$ cat config.mk
export PLATFORM = sky130hd
export DESIGN_NAME = uart_rx_core_flat
export DESIGN_NICKNAME = d
export VERILOG_FILES = /design/src/rtl/uart_rx_core_if.sv /design/src/rtl/uart_rx_core.sv /design/src/flat_wrapper.sv
export SDC_FILE = /design/constraint.sdc
export NUM_CORES = 1
export LEC_CHECK = 0
export ABC_AREA = 1
export ABC_CLOCK_PERIOD_IN_PS = 2000
export CAP_MARGIN = 20
export CORE_UTILIZATION = 30
export DETAILED_ROUTE_END_ITERATION = 7
export HOLD_SLACK_MARGIN = 0.03
export PLACE_DENSITY = 0.44
export SETUP_SLACK_MARGIN = 0.1
export SYNTH_ARGS = -nofsm -noshare
export SYNTH_HDL_FRONTEND = slang
export SYNTH_SLANG_ARGS = --single-unit
export TNS_END_PERCENT = 50
$ cat constraint.sdc
create_clock -name clk -period 2 [get_ports clk]
set_input_delay 0.4 -clock clk [delete_from_list [all_inputs] [get_ports clk]]
set_output_delay 0.4 -clock clk [all_outputs]
set_load 0.02 [all_outputs]
$ cat src/rtl/uart_rx_core_if.sv
`default_nettype none
// +--------------------------------------------------------------------------+
// | uart_rx_core_if : byte handshake and status bundle of the UART receiver   |
// | Rev 1.0                                                                   |
// +--------------------------------------------------------------------------+
interface uart_rx_core_if;
  logic       rx_ack;
  logic [7:0] rx_data;
  logic       rx_valid;
  logic       frame_err;
  logic       overrun;
  logic       busy;
`ifdef UART_RX_PARITY_EN
  logic       parity_err;

  modport master (
    input  rx_ack,
    output rx_data, rx_valid, frame_err, overrun, busy, parity_err
  );
  modport slave (
    output rx_ack,
    input  rx_data, rx_valid, frame_err, overrun, busy, parity_err
  );
`else
  modport master (
    input  rx_ack,
    output rx_data, rx_valid, frame_err, overrun, busy
  );
  modport slave (
    output rx_ack,
    input  rx_data, rx_valid, frame_err, overrun, busy
  );
`endif
endinterface
`default_nettype wire

$ cat src/rtl/uart_rx_core.sv
`default_nettype none
// +--------------------------------------------------------------------------+
// | uart_rx_core : oversampling 8N1 UART receiver, valid/ack byte delivery    |
// | Optional even parity: define UART_RX_PARITY_EN.        Rev 1.0           |
// +--------------------------------------------------------------------------+
module uart_rx_core #(
  parameter int CLK_FREQ   = 125000000,
  parameter int BAUD_RATE  = 115200,
  parameter int OVERSAMPLE = 16
) (
  input  logic           clk,
  input  logic           reset,
  input  logic           rx,
  uart_rx_core_if.master bus
);

  localparam int DIV_RAW = CLK_FREQ / (BAUD_RATE * OVERSAMPLE);
  localparam int DIV     = (DIV_RAW < 1) ? 1 : DIV_RAW;
  localparam int SW      = $clog2(OVERSAMPLE);
  localparam int M       = OVERSAMPLE / 2;

  localparam logic [SW-1:0] S_LAST = SW'(OVERSAMPLE - 1);
  localparam logic [SW-1:0] S_V0   = SW'(M - 1);
  localparam logic [SW-1:0] S_V1   = SW'(M);
  localparam logic [SW-1:0] S_V2   = SW'(M + 1);

  typedef enum logic [2:0] {
    IDLE   = 3'd0,
    START  = 3'd1,
    DATA   = 3'd2,
    STOP   = 3'd3,
    BRK    = 3'd4
`ifdef UART_RX_PARITY_EN
    ,
    PARITY = 3'd5
`endif
  } state_t;

  state_t          state;
  state_t          state_n;

  logic            rx_meta;
  logic            rx_s;
  logic            rx_prev;

  logic            tick;
  logic            restart;
  logic [SW-1:0]   s_cnt;
  logic            v0;
  logic            v1;
  logic            vote;
  logic            vote_pt;

  logic [7:0]      shift_reg;
  logic [2:0]      bit_idx;
  logic            shift_en;
  logic            capture;
  logic            ovr_n;
  logic            ferr_n;
`ifdef UART_RX_PARITY_EN
  logic            par_bit;
  logic            par_en;
  logic            perr_n;
`endif

  // Two-flop synchronizer plus one history flop for falling-edge detection.
  always_ff @(posedge clk) begin
    if (reset) begin
      rx_meta <= 1'b1;
      rx_s    <= 1'b1;
      rx_prev <= 1'b1;
    end else begin
      rx_meta <= rx;
      rx_s    <= rx_meta;
      rx_prev <= rx_s;
    end
  end

  generate
    if (DIV == 1) begin : g_div_bypass
      assign tick = 1'b1;
    end else begin : g_div
      localparam int            DW     = $clog2(DIV);
      localparam logic [DW-1:0] D_LAST = DW'(DIV - 1);
      logic [DW-1:0] div_cnt;

      always_ff @(posedge clk) begin
        if (reset || restart || (div_cnt == D_LAST)) div_cnt <= '0;
        else                                         div_cnt <= div_cnt + 1'b1;
      end

      assign tick = (div_cnt == D_LAST);
    end
  endgenerate

  // Sample phase restarts at the start edge so the vote lands mid-bit.
  always_ff @(posedge clk) begin
    if (reset || restart)   s_cnt <= '0;
    else if (tick)          s_cnt <= (s_cnt == S_LAST) ? '0 : s_cnt + 1'b1;
  end

  always_ff @(posedge clk) begin
    if (reset) begin
      v0 <= 1'b0;
      v1 <= 1'b0;
    end else if (tick) begin
      if (s_cnt == S_V0) v0 <= rx_s;
      if (s_cnt == S_V1) v1 <= rx_s;
    end
  end

  assign vote_pt = tick && (s_cnt == S_V2);
  assign vote    = (v0 & v1) | (v0 & rx_s) | (v1 & rx_s);

  always_ff @(posedge clk) begin
    if (reset) state <= IDLE;
    else       state <= state_n;
  end

  always_comb begin
    state_n  = state;
    restart  = 1'b0;
    shift_en = 1'b0;
    capture  = 1'b0;
    ovr_n    = 1'b0;
    ferr_n   = 1'b0;
`ifdef UART_RX_PARITY_EN
    par_en   = 1'b0;
    perr_n   = 1'b0;
`endif
    case (state)
      IDLE: begin
        if (rx_prev && !rx_s) begin
          state_n = START;
          restart = 1'b1;
        end
      end
      START: begin
        if (vote_pt) state_n = vote ? IDLE : DATA;
      end
      DATA: begin
        if (vote_pt) begin
          shift_en = 1'b1;
`ifdef UART_RX_PARITY_EN
          if (bit_idx == 3'd7) state_n = PARITY;
`else
          if (bit_idx == 3'd7) state_n = STOP;
`endif
        end
      end
`ifdef UART_RX_PARITY_EN
      PARITY: begin
        if (vote_pt) begin
          par_en  = 1'b1;
          state_n = STOP;
        end
      end
`endif
      STOP: begin
        if (vote_pt) begin
          if (!vote) begin
            ferr_n  = 1'b1;
            state_n = BRK;
          end else begin
            state_n = IDLE;
`ifdef UART_RX_PARITY_EN
            if (^{shift_reg, par_bit}) perr_n = 1'b1;
            else
`endif
            // A same-clk ack frees the holding register, so capture wins.
            if (bus.rx_valid && !bus.rx_ack) ovr_n   = 1'b1;
            else                             capture = 1'b1;
          end
        end
      end
      BRK: begin
        if (rx_s) state_n = IDLE;
      end
      default: state_n = IDLE;
    endcase
  end

  always_ff @(posedge clk) begin
    if (reset) begin
      shift_reg     <= '0;
      bit_idx       <= '0;
      bus.rx_data   <= '0;
      bus.rx_valid  <= 1'b0;
      bus.frame_err <= 1'b0;
      bus.overrun   <= 1'b0;
    end else begin
      if (restart)       bit_idx <= '0;
      else if (shift_en) bit_idx <= bit_idx + 3'd1;

      if (shift_en) shift_reg <= {vote, shift_reg[7:1]};

      if (capture) begin
        bus.rx_data  <= shift_reg;
        bus.rx_valid <= 1'b1;
      end else if (bus.rx_ack) begin
        bus.rx_valid <= 1'b0;
      end

      bus.frame_err <= ferr_n;
      bus.overrun   <= ovr_n;
    end
  end

`ifdef UART_RX_PARITY_EN
  always_ff @(posedge clk) begin
    if (reset) begin
      par_bit        <= 1'b0;
      bus.parity_err <= 1'b0;
    end else begin
      if (par_en) par_bit <= vote;
      bus.parity_err <= perr_n;
    end
  end
`endif

  assign bus.busy = (state != IDLE);

endmodule
`default_nettype wire

$ cat src/flat_wrapper.sv
// flat-port wrapper written by rule: the top's interface ports become plain ports
module uart_rx_core_flat 
#(
  parameter int CLK_FREQ   = 125000000,
  parameter int BAUD_RATE  = 115200,
  parameter int OVERSAMPLE = 16
)
  (clk, reset, rx, bus_rx_ack, bus_rx_data, bus_rx_valid, bus_frame_err, bus_overrun, bus_busy);
  uart_rx_core_if bus_i ();
  input  logic clk;
  input  logic reset;
  input  logic rx;
  input wire logic [$bits(bus_i.rx_ack)-1:0] bus_rx_ack;
  output wire logic [$bits(bus_i.rx_data)-1:0] bus_rx_data;
  output wire logic [$bits(bus_i.rx_valid)-1:0] bus_rx_valid;
  output wire logic [$bits(bus_i.frame_err)-1:0] bus_frame_err;
  output wire logic [$bits(bus_i.overrun)-1:0] bus_overrun;
  output wire logic [$bits(bus_i.busy)-1:0] bus_busy;
  assign bus_i.rx_ack = bus_rx_ack;
  assign bus_rx_data = bus_i.rx_data;
  assign bus_rx_valid = bus_i.rx_valid;
  assign bus_frame_err = bus_i.frame_err;
  assign bus_overrun = bus_i.overrun;
  assign bus_busy = bus_i.busy;
  uart_rx_core #(.CLK_FREQ(CLK_FREQ), .BAUD_RATE(BAUD_RATE), .OVERSAMPLE(OVERSAMPLE)) u_core (.clk(clk), .reset(reset), .rx(rx), .bus(bus_i));
endmodule
==> results of run 1 <==
-- metal layers --
layer / up-vias / share of wire [%]
met2: 27 / 42
met5: - / 0
li1: 772 / -
met3: 7 / 5.1
met4: 0 / 1.6
met1: 604 / 51
-- area by class of cell --
type | instances | area [um2] | area share [%]
repair buffers | 19 | 183 | 8.64
flip-flops and latches | 41 | 821 | 38.8
well taps | 72 | 90.1 | 4.26
clock inverters | 2 | 10.0 | 0.473
multi-input cells | 146 | 787 | 37.2
inverters | 40 | 151 | 7.16
clock buffers | 6 | 72.6 | 3.43
-- cells by family (layout without fill, tap and decap cells) --
family | count (synthesis) | count (layout) | synth area share (%)
AO/OA/AOI/OAI | 41 | 41 | 12.1
XOR/XNOR | 3 | 3 | 1.46
adder cells (fa/ha/maj) | 7 | 7 | 4.88
buffers and inverters | 44 | 67 | 10.4
flip-flops | 41 | 41 | 45.7
AND/OR/NAND/NOR | 95 | 95 | 25.5
-- power groups by stage --
stage / Sequential, uW / Combinational [uW] / Clock (uW)
after detailed placement: 882 / 229 / 0
after floorplan: 878 / 168 / 0
after global routing: 866 / 259 / 591
final: 863 / 226 / 527
after CTS: 863 / 230 / 558
after global placement: 883 / 231 / 0
-- cells in the mapped netlist, drive strengths merged --
| cell | n | area (um2) |
|---|---|---|
| xor2 | 2 | 17.5 |
| ha | 7 | 87.6 |
| and3 | 1 | 6.26 |
| or2 | 3 | 18.8 |
| a31oi | 1 | 6.26 |
| clkinv | 2 | 8.75 |
| nand3 | 10 | 62.6 |
| buf | 4 | 35.0 |
| a21oi | 24 | 120 |
| nor4 | 1 | 6.26 |
| xnor2 | 1 | 8.76 |
| o21ai | 14 | 70.1 |
| nand4 | 4 | 25.0 |
| inv | 38 | 143 |
| dfxtp | 41 | 821 |
| nor2 | 33 | 158 |
| nand2 | 38 | 153 |
| a211oi | 2 | 20.0 |
| nor3b | 1 | 7.51 |
| nor3 | 4 | 20.0 |
-- worst max path at each step --
stage | startpoint | endpoint | slack, ns | depth (start not counted)
after floorplan | u_core.g_div.div_cnt[0] | u_core.bit_idx[0] | 0.62 | 9
after global placement | reset | u_core.g_div.div_cnt[2] | 0.32 | 4
after detailed placement | reset | u_core.g_div.div_cnt[2] | 0.29 | 4
after CTS | u_core.state[0] | bus_busy | 0.16 | 3
after global routing | u_core.state[1] | u_core.shift_reg[5] | 0.17 | 7
final | u_core.bus.rx_data[1] | bus_rx_data[1] | 0.34 | 1
-- metrics by stage --
stage	hold WS, ns	util, %	area (um2)	setup WS [ns]	power, uW
2_1_floorplan	0.389	-	1790	0.617	1050
3_3_place_gp	0.394	36.0	2030	0.323	1110
3_5_place_dp	0.398	36.0	2030	0.290	1110
4_1_cts	0.423	37.4	2110	0.155	1650
5_1_grt	0.434	37.5	2110	0.171	1720
6_report	0.413	37.5	2110	0.345	1620
-- repair_timing --
item                                   CTS  global route
endpoints found under the hold margin    0             0
setup endpoints to repair                0             1
resized for setup                        0             1
buffers inserted                         0             0
==> flow_summary.ini, run 1 <==
[min_path]
hold_path_class = flip-flop to flip-flop
holdPathEnd = u_core.rx_s
min_path_cells = 1
worstHoldStart = u_core.rx_meta

[placed_design]
dp.cells = 318
dp_hpwl_um = 2350
port_buffers = 15
gp_congestion = 0.779

[critical_path]
crit_chain = clkdlybuf4s50_1
r2r_cells = 7
critical_path.top_delay_family = buffers and inverters
crit_slowest_cell = clkdlybuf4s50_1
cp_slowest_stage_delay_ns = 0.61
crit_fanout = 2
start_kind = flip-flop
r2r_setup_slack_ns = 0.39
crit_required_ns = 1.60
cp-end-kind = output pin
path_class = flip-flop to output pin
reg2reg_from = u_core.state[1]
crit_buf_inv = 1
cp.arrival_ns = 1.26
rr_endpoint = u_core.shift_reg[5]

[clocking]
clockBufferDepth = 2
clock_latency_ns = 0.29
cts_hold_buf = 0
cts_tree = done
cts_root_buf = clkbuf_8
htreeDepth = 2
cts_made_buffers = 5
cts.sinks = 41
clk_pin_slew_worst_paths_ns = 0.08

[logic_synthesis]
ys_types = 31
synth.ff_latch_count = 41
syn_area_mm2 = 0.00179
ys_seq_area_share_pct = 45.7
syn_inst = 231
syn_area_per_cell_um2 = 7.77
yosysWarnings = 0
synthesis.nets = 242

[drt]
drt_iter0_drc = 76
first_pass_iters = 4
drc_errors = 0
num_vias = 1410
ant_nets = 0
wl_per_cell_um = 10.1
wl_um = 3300
avgViaCountPerCell = 4.33

[sta]
finClkSkew_ns = 0.00812
min_period_ns = 1.66
setup_viol_count_final = 0
slew_headroom_pct = 74.8
post-route-period-util_pct = 82.8
fmax_mhz = 604
hold_viol = 0
grt_setup_unrepaired = no
fin_tns_setup_ns = 0
tightest_slew_ns = 0.375
drv_slew = 0

[final_layout]
area_growth_pct = 17.9
fin_cells = 326
drive_gt1_share_pct = 9.45
num-fill-cells = 605
final_common_cell = dfxtp_1
final_cell_mix = dfxtp_1 (41), inv_1 (37), nand2_1 (36), nor2_1 (29), a21oi_1 (24)
antennaDiodeCount = 0
nets = 264

[global_route]
use_met2_pct = 17.0
grtUsageMet1_pct = 15.3
met3_usage_pct = 3.79
grt_overflow = 0
grt.total_usage_pct = 11.6
gr-max-usage-layer = met2
antenna_found_initial = 0
grt_pass1_wl_um = 5610
grt_pass1_vias = 1245
grt_max_degree = 20

[floorplan]
start_util_pct = 31.8
design.core.area_mm2 = 0.00564
ioPinCount = 16
fp.dieW_um = 79.3
die-area_mm2 = 0.00629
num_rows = 27
die_y_um = 79.3

[power]
power.internal_uw = 1170
p_per_area_mw_per_mm2 = 764
switching_share_pct = 27.7
combPwrFrac_pct = 14.0
ir_drop_v = 0.000345
p_switching_uw = 447
seq_power_share_pct = 53.4
clockPowerShare_pct = 32.6
p_leak_uw = 0.000936

[status]
status = finished clean

[job]
drv_cap = 0
No activity file was read; power rests on OpenSTA's default activity.
==> run 2: changes to the inputs <==
ABC_CLOCK_PERIOD_IN_PS = 1610   (was 2000)
clock period = 1.61 ns   (was 2 ns; I/O delays follow)
==> flow_summary.ini, run 2 (synthesis results as in run 1) <==
[global_route]
grt.total_usage_pct = 12.5
grt_pass1_vias = 1337
grt_overflow = 0
grt_max_degree = 20
antenna_found_initial = 0
grt_pass1_wl_um = 5970

[floorplan]
fp.dieW_um = 79.3
num_rows = 27
die-area_mm2 = 0.00629
start_util_pct = 31.8
design.core.area_mm2 = 0.00564
ioPinCount = 16
die_y_um = 79.3

[critical_path]
crit_chain = clkdlybuf4s50_1
path_class = flip-flop to output pin
crit_buf_inv = 1
r2r_setup_slack_ns = 0.19
critical_path.top_delay_family = buffers and inverters
crit_required_ns = 1.29
cp-end-kind = output pin
cp.depth = 1
crit_fanout = 2
rr_endpoint = u_core.shift_reg[7]
crit_slowest_cell = clkdlybuf4s50_1
start_kind = flip-flop
reg2reg_from = u_core.g_div.div_cnt[4]
r2r_cells = 8
cp.arrival_ns = 1.21
cp_slowest_stage_delay_ns = 0.60

[sta]
slew_headroom_pct = 78.4
fmax_mhz = 654
hold_ws_ns = 0.418
grt_setup_unrepaired = yes
hold_viol = 0
finClkSkew_ns = 0.00832
tightest_slew_ns = 0.322
min_period_ns = 1.53
drv_slew = 0
setup_viol_count_final = 0
post-route-period-util_pct = 95.0
fin_tns_setup_ns = 0

[drt]
wl_um = 3520
drc_errors = 0
first_pass_iters = 4
avgViaCountPerCell = 4.43
wl_per_cell_um = 10.5
num_vias = 1480
ant_nets = 0
drt_iter0_drc = 66

[final_layout]
utilization_pct = 39.1
nets = 272
final_cell_area_mm2 = 0.00221
antennaDiodeCount = 0
drive_gt1_share_pct = 16.8
final_cell_mix = dfxtp_1 (39), nand2_1 (35), inv_1 (33), nor2_1 (28), a21oi_1 (24)
final_common_cell = dfxtp_1
area_growth_pct = 23.0

[clocking]
cts_made_buffers = 5
htreeDepth = 2
cts_hold_buf = 0
cts_tree = done
clock_latency_ns = 0.29
cts_root_buf = clkbuf_8
clockBufferDepth = 2
clk_pin_slew_worst_paths_ns = 0.08
cts.sinks = 41

[power]
ir_drop_v = 0.000404
p_leak_uw = 0.00102
p_per_area_mw_per_mm2 = 923

[min_path]
hold_path_class = flip-flop to flip-flop
holdPathEnd = u_core.rx_s
worstHoldStart = u_core.rx_meta
min_path_cells = 1

[placed_design]
gp_congestion = 0.800
post_dp_cell_area_mm2 = 0.00206
dp_hpwl_um = 2390
port_buffers = 15

[job]
drv_cap = 0

[status]
status = finished clean
==> run 2: changes by cell type in the layout (fill, tap and decap cells not counted), moves of 2 or more <==
cell	delta
o21ai_0	-3
o21ai_1	+3
buf_4	+6
clkdlybuf4s50_1	-7
inv_2	+4
inv_1	-4
dlygate4sd2_1	+5
dfxtp_2	+2
dfxtp_1	-2
==> run 2: report_power, final <==
group | leakage [uW] | switching [uW] | internal, uW
clock | 0.0000450 | 349 | 301
sequential | 0.000332 | 35.0 | 1050
combinational | 0.000647 | 190 | 115
==> run 2: through the flow <==
stage	worst slack (ns)	std cells	power [uW]
after floorplan	0.227	231	1300
after global placement	0.0333	322	1380
after detailed placement	0.0327	322	1380
after CTS	0.0501	331	2040
after global routing	0.0247	334	2170
final	0.0810	334	2040
==> run 2: worst max-delay path by stage <==
stage	start	endpoint	slack, ns
global placement	reset	u_core.s_cnt[3]	0.03
global route	u_core.bus.rx_data[4]	bus_rx_data[4]	0.02
CTS	u_core.state[0]	bus_busy	0.05
detailed placement	reset	u_core.s_cnt[3]	0.03
floorplan	u_core.g_div.div_cnt[0]	u_core.bit_idx[0]	0.23
finish	u_core.bus.rx_data[4]	bus_rx_data[4]	0.08
==> run 2: final cells by class <==
type                    instances  area, um2
well taps                      72       90.1
fillers                       601       3430
flip-flops and latches         41        823
multi-input cells             147        830
clock inverters                 2       10.0
inverters                      40        151
clock buffers                   6       72.6
repair buffers                 26        230
==> run 2: what timing repair did <==
action                                 CTS  global route
endpoints found under the hold margin    0             0
gates resized for setup                  7            21
gates cloned                             1             1
setup endpoints to repair               17            29
buffers inserted                         0             2
pin swaps                                0             4
==> run 2: layer usage <==
layer | track usage [%] | vias up | share of wire [%]
met5 | 0 | - | 0
met4 | 6.00 | 0 | 1.3
met3 | 3.79 | 4 | 3.4
met2 | 19.6 | 21 | 45
met1 | 15.6 | 661 | 50
li1 | - | 794 | -
==> run 3: changes to the inputs <==
CTS_CLUSTER_SIZE = 8   (was not set)
==> results of run 3 <==
The final DEF is identical to that of run 2; final timing and power are the same.
